### config.mk
export PLATFORM = sky130hd
export DESIGN_NAME = bus_arbiter_flat
export DESIGN_NICKNAME = d
export VERILOG_FILES = /design/src/rtl/bus_arbiter_if.sv /design/src/rtl/bus_arbiter.sv /design/src/flat_wrapper.sv
export SDC_FILE = /design/constraint.sdc
export NUM_CORES = 1
export LEC_CHECK = 0
export BUFFER_PORTS_ARGS = -buffer_cell sky130_fd_sc_hd__buf_2
export CORE_ASPECT_RATIO = 0.7
export CORE_MARGIN = 2
export CORE_UTILIZATION = 30
export DETAILED_ROUTE_END_ITERATION = 16
export PLACE_DENSITY = 0.63
export SLEW_MARGIN = 20
export SYNTH_ARGS = -nofsm -noshare
export SYNTH_HDL_FRONTEND = slang
export SYNTH_SLANG_ARGS = --single-unit
### constraint.sdc
create_clock -name clk -period 3.9 [get_ports clk]
set_input_delay 0.39 -clock clk [delete_from_list [all_inputs] [get_ports clk]]
set_output_delay 0.39 -clock clk [all_outputs]
set_load 0.03 [all_outputs]
### src/rtl/bus_arbiter_if.sv
// Requester-side bundle for the internal-bus arbiter: request operands in,
// grant/completion and bus-control strobes out.
interface bus_arbiter_if #(
  parameter int N_REQ = 4,
  parameter int DST_W = 8
);
  logic [N_REQ-1:0]       req;
  logic [3*N_REQ-1:0]     req_src;
  logic [DST_W*N_REQ-1:0] req_dst;
  logic [N_REQ-1:0]       gnt;
  logic [N_REQ-1:0]       done;
  logic [2:0]             bus_sel;
  logic                   mem_rd;
  logic [DST_W-1:0]       ld_en;
  logic                   busy;

  modport master (
    output req, req_src, req_dst,
    input  gnt, done, bus_sel, mem_rd, ld_en, busy
  );

  modport slave (
    input  req, req_src, req_dst,
    output gnt, done, bus_sel, mem_rd, ld_en, busy
  );
endinterface

### src/rtl/bus_arbiter.sv
// Round-robin owner of the 16-bit internal bus: grants one register transfer
// at a time, inserts a read wait for memory sources, then pulses the loads.
module bus_arbiter #(
  parameter int N_REQ    = 4,
  parameter int DST_W    = 8,
  parameter int MEM_WAIT = 1
) (
  input  logic          clk,
  input  logic          rst_n,
  bus_arbiter_if.slave  bus
);
  localparam int IW = (N_REQ > 1) ? $clog2(N_REQ) : 1;

  typedef enum logic [1:0] {IDLE = 2'd0, WAIT = 2'd1, XFER = 2'd2} state_t;

  state_t           state, state_nx;
  logic [IW-1:0]    rr_ptr, rr_nx, own, own_nx, win, probe;
  logic             found;
  logic [N_REQ-1:0] elig, last_done, own_oh, win_oh;
  logic [N_REQ-1:0] gnt_q, gnt_nx, done_q, done_nx;
  logic [2:0]       cnt, cnt_nx, src_q, src_nx, sel_q, sel_nx;
  logic [DST_W-1:0] dst_q, dst_nx, ld_q, ld_nx;
  logic             mrd_q, mrd_nx, busy_q;

  logic [2:0]       src_a [N_REQ];
  logic [DST_W-1:0] dst_a [N_REQ];

  for (genvar g = 0; g < N_REQ; g++) begin : g_lane
    assign src_a[g] = bus.req_src[3*g +: 3];
    assign dst_a[g] = bus.req_dst[DST_W*g +: DST_W];
  end

  // A requester served last cycle still has req high; keep it out of this round.
  assign elig   = bus.req & ~last_done;
  assign own_oh = N_REQ'(1) << own;
  assign win_oh = N_REQ'(1) << win;

  always_comb begin
    found = 1'b0;
    win   = '0;
    probe = '0;
    for (int i = 0; i < N_REQ; i++) begin
      probe = IW'((int'(rr_ptr) + i) % N_REQ);
      if (!found && elig[probe]) begin
        found = 1'b1;
        win   = probe;
      end
    end
  end

  // Next-state and next-output values; every output is registered below.
  always_comb begin
    state_nx = state;
    rr_nx    = rr_ptr;
    own_nx   = own;
    cnt_nx   = cnt;
    src_nx   = src_q;
    dst_nx   = dst_q;
    sel_nx   = sel_q;
    gnt_nx   = '0;
    done_nx  = '0;
    mrd_nx   = 1'b0;
    ld_nx    = '0;
    case (state)
      IDLE: begin
        if (found) begin
          own_nx = win;
          src_nx = src_a[win];
          dst_nx = dst_a[win];
          gnt_nx = win_oh;
          sel_nx = src_a[win];
          if (src_a[win] < 3'd2 && MEM_WAIT > 0) begin
            state_nx = WAIT;
            cnt_nx   = 3'(MEM_WAIT);
            mrd_nx   = 1'b1;
          end else begin
            state_nx = XFER;
            ld_nx    = dst_a[win];
            done_nx  = win_oh;
          end
        end
      end
      WAIT: begin
        gnt_nx = own_oh;
        sel_nx = src_q;
        if (cnt == 3'd1) begin
          state_nx = XFER;
          cnt_nx   = '0;
          ld_nx    = dst_q;
          done_nx  = own_oh;
        end else begin
          cnt_nx = cnt - 3'd1;
          mrd_nx = 1'b1;
        end
      end
      XFER: begin
        state_nx = IDLE;
        rr_nx    = IW'((int'(own) + 1) % N_REQ);
      end
      default: state_nx = IDLE;
    endcase
  end

  always_ff @(posedge clk or negedge rst_n) begin
    if (!rst_n) begin
      state     <= IDLE;
      rr_ptr    <= '0;
      own       <= '0;
      last_done <= '0;
      cnt       <= '0;
      src_q     <= '0;
      dst_q     <= '0;
      sel_q     <= '0;
      gnt_q     <= '0;
      done_q    <= '0;
      mrd_q     <= 1'b0;
      ld_q      <= '0;
      busy_q    <= 1'b0;
    end else begin
      state     <= state_nx;
      rr_ptr    <= rr_nx;
      own       <= own_nx;
      last_done <= done_q;
      cnt       <= cnt_nx;
      src_q     <= src_nx;
      dst_q     <= dst_nx;
      sel_q     <= sel_nx;
      gnt_q     <= gnt_nx;
      done_q    <= done_nx;
      mrd_q     <= mrd_nx;
      ld_q      <= ld_nx;
      busy_q    <= (state_nx != IDLE);
    end
  end

  assign bus.gnt     = gnt_q;
  assign bus.done    = done_q;
  assign bus.bus_sel = sel_q;
  assign bus.mem_rd  = mrd_q;
  assign bus.ld_en   = ld_q;
  assign bus.busy    = busy_q;
endmodule

### src/flat_wrapper.sv
// flat-port wrapper written by rule: the top's interface ports become plain ports
module bus_arbiter_flat 
#(
  parameter int N_REQ    = 4,
  parameter int DST_W    = 8,
  parameter int MEM_WAIT = 1
)
  (clk, rst_n, bus_req, bus_req_src, bus_req_dst, bus_gnt, bus_done, bus_bus_sel, bus_mem_rd, bus_ld_en, bus_busy);
  bus_arbiter_if #(.N_REQ(N_REQ), .DST_W(DST_W)) bus_i ();
  input  logic clk;
  input  logic rst_n;
  input wire logic [$bits(bus_i.req)-1:0] bus_req;
  input wire logic [$bits(bus_i.req_src)-1:0] bus_req_src;
  input wire logic [$bits(bus_i.req_dst)-1:0] bus_req_dst;
  output wire logic [$bits(bus_i.gnt)-1:0] bus_gnt;
  output wire logic [$bits(bus_i.done)-1:0] bus_done;
  output wire logic [$bits(bus_i.bus_sel)-1:0] bus_bus_sel;
  output wire logic [$bits(bus_i.mem_rd)-1:0] bus_mem_rd;
  output wire logic [$bits(bus_i.ld_en)-1:0] bus_ld_en;
  output wire logic [$bits(bus_i.busy)-1:0] bus_busy;
  assign bus_i.req = bus_req;
  assign bus_i.req_src = bus_req_src;
  assign bus_i.req_dst = bus_req_dst;
  assign bus_gnt = bus_i.gnt;
  assign bus_done = bus_i.done;
  assign bus_bus_sel = bus_i.bus_sel;
  assign bus_mem_rd = bus_i.mem_rd;
  assign bus_ld_en = bus_i.ld_en;
  assign bus_busy = bus_i.busy;
  bus_arbiter #(.N_REQ(N_REQ), .DST_W(DST_W), .MEM_WAIT(MEM_WAIT)) u_core (.clk(clk), .rst_n(rst_n), .bus(bus_i));
endmodule
## Word-level counts from Yosys, hierarchy flattened

Cells that the tools add are included.

| storage, ports and cells | value |
|---|---|
| register bits after elaboration | 45 |
| input bits | 50 |
| logic and storage cells | 92 |

| operators by class | value |
|---|---|
| $add $sub $neg | 5 |
| magnitude comparators | 6 |
| eq/ne operators | 5 |
| shift-type cells | 2 |
| multiplexer cells | 46 |
| bitwise operators | 3 |
| reductions and logical operators | 12 |

Operators with widths:

| cell | number |
|---|---|
| 8-bit 2-to-1 mux | 5 |
| 3-bit 2-to-1 mux | 6 |
| 8-bit binary-select mux with 2-bit select | 1 |
| 4-bit 2-to-1 mux | 4 |
| 4-bit case mux with 2 select lines | 2 |
| 8-bit case mux with 2 select lines | 1 |
| 2-bit 2-to-1 mux | 7 |
| 2-bit by 3-bit less-than comparator with 1-bit output, second input constant | 4 |
| 3-bit case mux with 2 select lines | 2 |
| 1-bit 2-to-1 mux | 11 |
| 1-bit binary-select mux with 2-bit select | 4 |
| 1-bit by 2-bit left shift with 4-bit output, first input constant | 2 |
| 3-bit binary-select mux with 2-bit select | 1 |
| 2-bit by 1-bit adder with 2-bit output, second input constant | 2 |
| 2-bit adder, second input constant | 2 |
| 4-bit bitwise AND | 1 |
| 2-bit by 1-bit inequality test with 1-bit output, second input constant | 2 |
| 4-bit inverter | 1 |
| 2-bit case mux with 2 select lines | 1 |
| 2-bit AND reduction | 2 |
| 2-bit nonzero test | 2 |
| 3-bit by 1-bit == test with 1-bit output, second input constant | 1 |
| 3-bit greater-or-equal comparator, second input constant | 1 |
| 1-bit logical AND | 3 |
| other kinds (9) | 11 |

## Logic depth before layout (Yosys ltp)

Gate-level depths: netlist of the first run.

| logic depth | value |
|---|---|
| depth after elaboration | 23 |
| gate-level depth with buffers | 7 |
| mapped depth without buffers | 6 |

## Least setup slack after synthesis of the first run

No wires, ideal clock.

| timing path | value |
|---|---|
| path kind | reg2reg |
| start | register u_core.last_done[1] |
| end | register u_core.cnt[1] |
| library setup time | 0.120 ns |
| arrival | 2.044 ns |
| data required time | 3.780 ns |
| path slack | 1.736 ns |
| stages on the path, launching flop included | 7 |
| clock period less this slack | 2.164 ns |
| cells stage by stage | dfrtp_1 nand2b_4 o211a_1 or3_1 o311a_1 or3_4 a31o_1 |

| between the ends | value |
|---|---|
| longest elaborated chain between the ends | 21 |

Ends and longest elaborated chain:

| item | line | source |
|---|---|---|
| from (decl) | bus_arbiter.sv:19 | `logic [N_REQ-1:0] elig, last_done, own_oh, win_oh;` |
| from (signal assigned) | bus_arbiter.sv:123 | `last_done <= done_q;` |
| 4-bit inverter * | bus_arbiter.sv:34 | `assign elig = bus.req & ~last_done;` |
| 4-bit bitwise AND * | bus_arbiter.sv:34 |  |
| 1-bit binary-select mux with 2-bit select | bus_arbiter.sv:44 | `if (!found && elig[probe]) begin` |
| 1-bit 2-to-1 mux (implied by the code) | bus_arbiter.sv:44 |  |
| 1-bit 2-to-1 mux | bus_arbiter.sv:44 |  |
| 1-bit logical NOT | bus_arbiter.sv:44 |  |
| 1-bit logical AND | bus_arbiter.sv:44 |  |
| 1-bit 2-to-1 mux | bus_arbiter.sv:44 |  |
| [4 not listed] | - |  |
| 1-bit logical AND | bus_arbiter.sv:44 |  |
| 2-bit 2-to-1 mux | bus_arbiter.sv:44 |  |
| 2-bit inverter with 3-bit output (implied by the code) | bus_arbiter.sv:72 | `if (src_a[win] < 3'd2 && MEM_WAIT > 0) begin` |
| 3-bit binary-select mux with 2-bit select | bus_arbiter.sv:72 |  |
| 3-bit 2-to-1 mux (implied by the code) (2 in series) | bus_arbiter.sv:72 |  |
| 3-bit by 2-bit less-than comparator with 1-bit output | bus_arbiter.sv:72 |  |
| 2-bit by 1-bit inequality test with 1-bit output (no line) | - |  |
| 3-bit AND reduction (no line) * | - |  |
| to (signal assigned) | bus_arbiter.sv:124 | `cnt <= cnt_nx;` |
| to (decl) | bus_arbiter.sv:21 | `logic [2:0] cnt, cnt_nx, src_q, src_nx, sel_q, sel_nx;` |

Mark *: on every way between the ends. The rest lies on a longest branch, timed or not. The select of a mux whose other input is x is not followed.
A chain may end at the register's enable or synchronous reset.

## Worst setup path after layout of the first run

| timing path | value |
|---|---|
| start | register u_core.last_done[1] |
| end | register u_core.ld_q[1], in the netlist u_core.bus.ld_en[1] |

| between the ends | value |
|---|---|
| longest elaborated chain between the ends | 22 |

Ends and longest elaborated chain:

| item | line | source |
|---|---|---|
| 4-bit inverter * | bus_arbiter.sv:34 |  |
| 4-bit bitwise AND * | bus_arbiter.sv:34 |  |
| 1-bit binary-select mux with 2-bit select | bus_arbiter.sv:44 |  |
| 1-bit 2-to-1 mux (implied by the code) | bus_arbiter.sv:44 |  |
| 1-bit 2-to-1 mux | bus_arbiter.sv:44 |  |
| 1-bit logical NOT | bus_arbiter.sv:44 |  |
| 1-bit logical AND | bus_arbiter.sv:44 |  |
| 1-bit 2-to-1 mux | bus_arbiter.sv:44 |  |
| [6 not listed] | - |  |
| 2-bit inverter with 3-bit output (implied by the code) | bus_arbiter.sv:72, bus_arbiter.sv:78 |  |
| 3-bit binary-select mux with 2-bit select | bus_arbiter.sv:72 |  |
| 3-bit 2-to-1 mux (implied by the code) (2 in series) | bus_arbiter.sv:72 |  |
| 3-bit by 2-bit less-than comparator with 1-bit output | bus_arbiter.sv:72 |  |
| 8-bit 2-to-1 mux | bus_arbiter.sv:72 |  |
| 8-bit 2-to-1 mux * | bus_arbiter.sv:66 | `if (found) begin` |
| 8-bit case mux with 2 select lines * | bus_arbiter.sv:64 | `case (state)` |
| net u_core.ld_nx[1] | bus_arbiter.sv:22 | `logic [DST_W-1:0] dst_q, dst_nx, ld_q, ld_nx;` |
| to (signal assigned) | bus_arbiter.sv:131 | `ld_q <= ld_nx;` |
| to (decl) | bus_arbiter.sv:22 |  |

The timed path passes the listed nets; every way through them passes the cells marked *. The select of a mux whose other input is x is not followed.

==> metrics, run 1 <==
most frequent cells in the layout=69 x buf_2, 45 x dfrtp_1, 32 x mux2i_1, 19 x nand2_1, 12 x mux2_2; #FFs+latches synth=45; # port buffers=70; met3 Usage GRT=3.87%; dominant cells by area after synthesis=dfrtp_1 49%, mux2i_1 14%, mux2_2 5.9%, a22o_1 3.4%, ha_1 3.3%; global routing's busiest layer=met2; fin cells=372; pre-CTS WS=1.21 ns; Gate Count Post-Synth=202; Final ANT Viol Nets=0; Core Area=7380 µm²; first-pass GRT wire length=8890 µm; r2r setup slk=1.28 ns; post-detail-place hpwl=4090 µm; gr usage total=13.8%; share of post-route cells with drive strength above 1=36.1%; # diodes=0; final instance area=2880 µm²; crit end category=flop; Detailed Route Iter0 Violations=72; fin crit share=67.1%; Gates resized, CTS repair=0; Skew-Pair Late Insertion Delay=0.31 ns; synthesized cell area=2310 µm²; Max FO, Critical Path=12; power per standard cell area=840 nW/µm²; status=finished, final reports clean; Max Clock Skew=0.00789 ns; worst setup margin=1.28 ns; GR Util met1=19.9%; RR Startpoint=u_core.last_done[1]; Reg2Reg Depth=6; Crit path arrival time=2.86 ns; drc violations=0; Tmin final=2.62 ns; CTS sink cnt=45; IO Count=71; Final Hold Viols=0; initial antenna violation count=0; max-slew violation count=0; row count=26; Netlist cell types=41; Tot Pwr=2.42 mW; clock tree buffer depth=2; Nets=329; DRT Wirelength=5350 µm; cts hold-fix bufs=0; grt ovf=0; Ys Warns=0; placed cell area=2770 µm²; CTS tree=built; cell taking the most area after synthesis=dfrtp_1; Slew headroom=40.3%; setup_tns=0 ns; die area=8420 µm²; Slew @ Worst Pin=0.893 ns; RSZ-0062 raised after global routing=false; startpoint types=flop; syn_nets=258; Max Freq=382 MHz; Syn Area/Cell=11.4 µm²; DR WL/cell=14.4 µm; root buf cell=clkbuf_8; htree depth=2; GP Congestion=0.888; CTS buffer count=5; Max VDD drop=276 µV; LEAKAGE=1.50 nW; crit path from=u_core.last_done[1]; Die Ht=77.4 µm; MaxCap Viol Count=0; DR vias=1804; Initial Util=31.2%; post-synthesis sequential area ratio=48.8%; vias in the first global route=1812; cell count after placement=364; clk slew on worst S/H paths=0.08 ns; area grow syn2layout=24.7%; setup bufs post-CTS=0; pin count of the biggest net entering global routing=46; most common cell after layout, fill and taps aside=buf_2; Via density=4.85; Crit path required time=4.14 ns; drt pass-1 iters=4; CP Class=flop to flop; Yosys top cell area share=48.8%; met2 Use GR=20.2%; Die W=109 µm; min-delay worst type=primary input to async pin; # setup viols final=0
[layout make-up]
class / instances / area, µm²
Timing Repair Buffer: 72 / 368
Sequential cell: 45 / 1130
Tap cell: 98 / 123
Inverter: 5 / 18.8
Multi-Input combinational cell: 144 / 1140
Clock inverter: 1 / 5.00
Clock buffer: 7 / 96.3
Fill cell: 737 / 4510
[cells by family (layout without fill, tap and decap cells)]
group | after synthesis | count (layout) | synth area share [%]
simple gates | 57 | 57 | 13.7
mux | 44 | 44 | 19.7
compound gates | 37 | 37 | 12.1
buf+inv | 13 | 85 | 2.44
flops | 45 | 45 | 48.8
fa+ha+maj | 6 | 6 | 3.25
[flip-flops by register name, indices dropped and copies added (netlist names), 2 cells and up]
signal	flops
u_core.src_q	3
u_core.dst_q	8
u_core.state	2
u_core.bus.gnt	4
u_core.bus.ld_en	8
u_core.rr_ptr	2
u_core.bus.done	4
u_core.own	2
u_core.cnt	3
u_core.bus.bus_sel	3
u_core.last_done	4
[final timing paths]
| path | end |
|---|---|
| worst max register to register | u_core.bus.ld_en[1] |
| min in group clk | u_core.last_done[3] |
| worst min register to register | u_core.last_done[3] |
| worst min-delay path | u_core.last_done[2] |
| max in group asynchronous | u_core.dst_q[3] |
| worst max-delay path | u_core.bus.ld_en[1] |
[critical path: stages (launching register included)]
cell,delay [ns]
dfrtp_1,0.37
nand2b_4,0.14
o211a_1,0.26
or3_1,0.63
a221oi_1,0.57
o21a_1,0.40
a22o_1,0.19
[layer usage]
layer,vias up,part of all wire [%]
met4,0,1.2
met3,6,7.1
met2,45,44
met1,883,48
li1,870,-
met5,-,0
[cell usage after synthesis]
cell type	instances
dfrtp_1	45
mux2i_1	32
nand2_1	19
mux2_2	12
a22o_1	9
nor2_1	7
a21oi_1	6
ha_1	6
o21ai_0	6
inv_1	5
nor2b_1	5
clkbuf_1	4
nand2b_1	4
and3_1	3
buf_2	3
a21o_1	2
a221o_1	2
a31o_1	2
nand3_1	2
nand3b_1	2
nor3_1	2
nor4_1	2
o211ai_1	2
or2_1	2
or3_1	2
a211o_1	1
a221oi_1	1
a2bb2o_1	1
a32o_1	1
and2_1	1
and2b_1	1
buf_4	1
nand2b_4	1
nor3_2	1
nor3b_2	1
o211a_1	1
o21a_1	1
o311a_1	1
o31ai_1	1
or3_4	1
or3b_2	1
[stage by stage]
stage | utilization, % | hold WS [ns]
final | 39.0 | 0.0768
after global routing | 39.0 | 0.116
after CTS | 38.8 | 0.278
after detailed placement | 37.5 | 0.362
after global placement | 37.5 | 0.366
after floorplan | - | 0.0944
[where the power goes]
| part | internal (mW) | total, mW | switching (mW) |
|---|---|---|---|
| clock network | 0.160 | 0.316 | 0.156 |
| registers | 0.673 | 0.792 | 0.119 |
| logic | 0.561 | 1.31 | 0.747 |
Power figures use the tool's default switching activity.
==> run 2: changes to the inputs <==
==> constraint.sdc (replaced) <==
create_clock -name clk -period 2.45 [get_ports clk]
set_input_delay 0.245 -clock clk [delete_from_list [all_inputs] [get_ports clk]]
set_output_delay 0.245 -clock clk [all_outputs]
set_load 0.03 [all_outputs]
==> metrics, run 2 (synthesis gave the netlist of run 1 again) <==
status=finished, violations left; failing checks=negative hold slack; Crit path required time=2.63 ns; share of post-route cells with drive strength above 1=38.1%; grt ovf=0; row count=26; RSZ-0062 raised after global routing=false; DR WL/cell=14.4 µm; Slew headroom=54.4%; # setup viols final=0; startpoint types=flop; initial antenna violation count=0; Max Freq=428 MHz; GP Congestion=0.837; final core utilization=39.6%; LEAKAGE=1.54 nW; IO Count=71; Die W=109 µm; CP Class=flop to flop; fin cells=379; Slew @ Worst Pin=0.685 ns; clk slew on worst S/H paths=0.08 ns; Tmin final=2.34 ns; Detailed Route Iter0 Violations=73; worst setup margin=0.112 ns; MaxCap Viol Count=0; pre-CTS WS=0.143 ns; die area=8420 µm²; setup bufs post-CTS=0; # port buffers=70; Max Clock Skew=0.00494 ns; CTS buffer count=5; Final ANT Viol Nets=0; gr usage total=13.8%; Max VDD drop=551 µV; max-slew violation count=0; cts hold-fix bufs=0; pin count of the biggest net entering global routing=31; Max FO, Critical Path=6; post-detail-place hpwl=4290 µm; area grow syn2layout=26.6%; min-delay worst type=primary input to async pin; Final Hold Viols=26; htree depth=2; Core Area=7380 µm²; first-pass GRT wire length=8980 µm; fin crit share=95.4%; Gates resized, CTS repair=0; power per standard cell area=1340 nW/µm²; CTS tree=built; most common cell after layout, fill and taps aside=buf_2; # diodes=0; hold slack=-0.00775 ns; crit end category=flop; Skew-Pair Late Insertion Delay=0.29 ns; setup_tns=0 ns; Die Ht=77.4 µm; Initial Util=31.2%; Nets=336; CTS sink cnt=45; drc violations=0; Via density=4.74; DRT Wirelength=5470 µm; cell count after placement=371; clock tree buffer depth=2; most frequent cells in the layout=70 x buf_2, 45 x dfrtp_1, 32 x mux2i_1, 19 x nand2_1, 12 x mux2_2; vias in the first global route=1742; drt pass-1 iters=4; Crit path arrival time=2.52 ns; DR vias=1796; root buf cell=clkbuf_8
run 2: metal layers:
metal / global-route usage [%] / part of all wire (%) / up-vias
met5: 0 / 0 / -
met4: 1.92 / 0.18 / 0
met3: 3.53 / 5.9 / 2
met2: 21.2 / 45 / 42
met1: 20.0 / 49 / 862
li1: - / - / 890
run 2: area by class of cell:
class                           instances  area (µm²)
Tap cell                               98         123
Clock inverter                          1        5.00
Timing Repair Buffer                   79         418
Multi-Input combinational cell        144        1130
Inverter                                5        18.8
Fill cell                             724        4460
Clock buffer                            7        96.3
Sequential cell                        45        1130
run 2: stage by stage:
| stage | instance area, µm² | total power [mW] |
|---|---|---|
| after floorplan | 2310 | 2.83 |
| after global placement | 2820 | 3.39 |
| final | 2920 | 3.90 |
| after detailed placement | 2820 | 3.43 |
| after global routing | 2920 | 4.22 |
| after CTS | 2920 | 3.93 |
run 2: worst paths after layout:
check | from | to | slack [ns] | cells after the start
max | u_core.rr_ptr[1] | u_core.cnt[1] | 0.11 | 6
max in group asynchronous | rst_n | u_core.bus.ld_en[4] | 1.86 | 2
max reg2reg | u_core.rr_ptr[1] | u_core.cnt[1] | 0.11 | 6
min reg2reg | u_core.bus.done[3] | u_core.last_done[3] | 0.38 | 0
min in group clk | bus_req_src[5] | u_core.bus.done[1] | 0.25 | 3
min | rst_n | u_core.bus.gnt[1] | -0.008 | 1
run 2: critical path: stages, from the launching register on:
cell and delay [ns]:
dfrtp_1 0.45, nand3b_1 0.18, a21oi_1 0.14, or3_1 0.45, o311a_1 0.36, or3_4 0.43, a31o_1 0.23
run 2: where the power goes:
part / total (mW) / switching (mW) / internal, mW / leakage, nW
sequential: 1.26 / 0.187 / 1.07 / 0.570
clock: 0.487 / 0.233 / 0.255 / 0.0542
combinational: 2.16 / 1.22 / 0.939 / 0.913
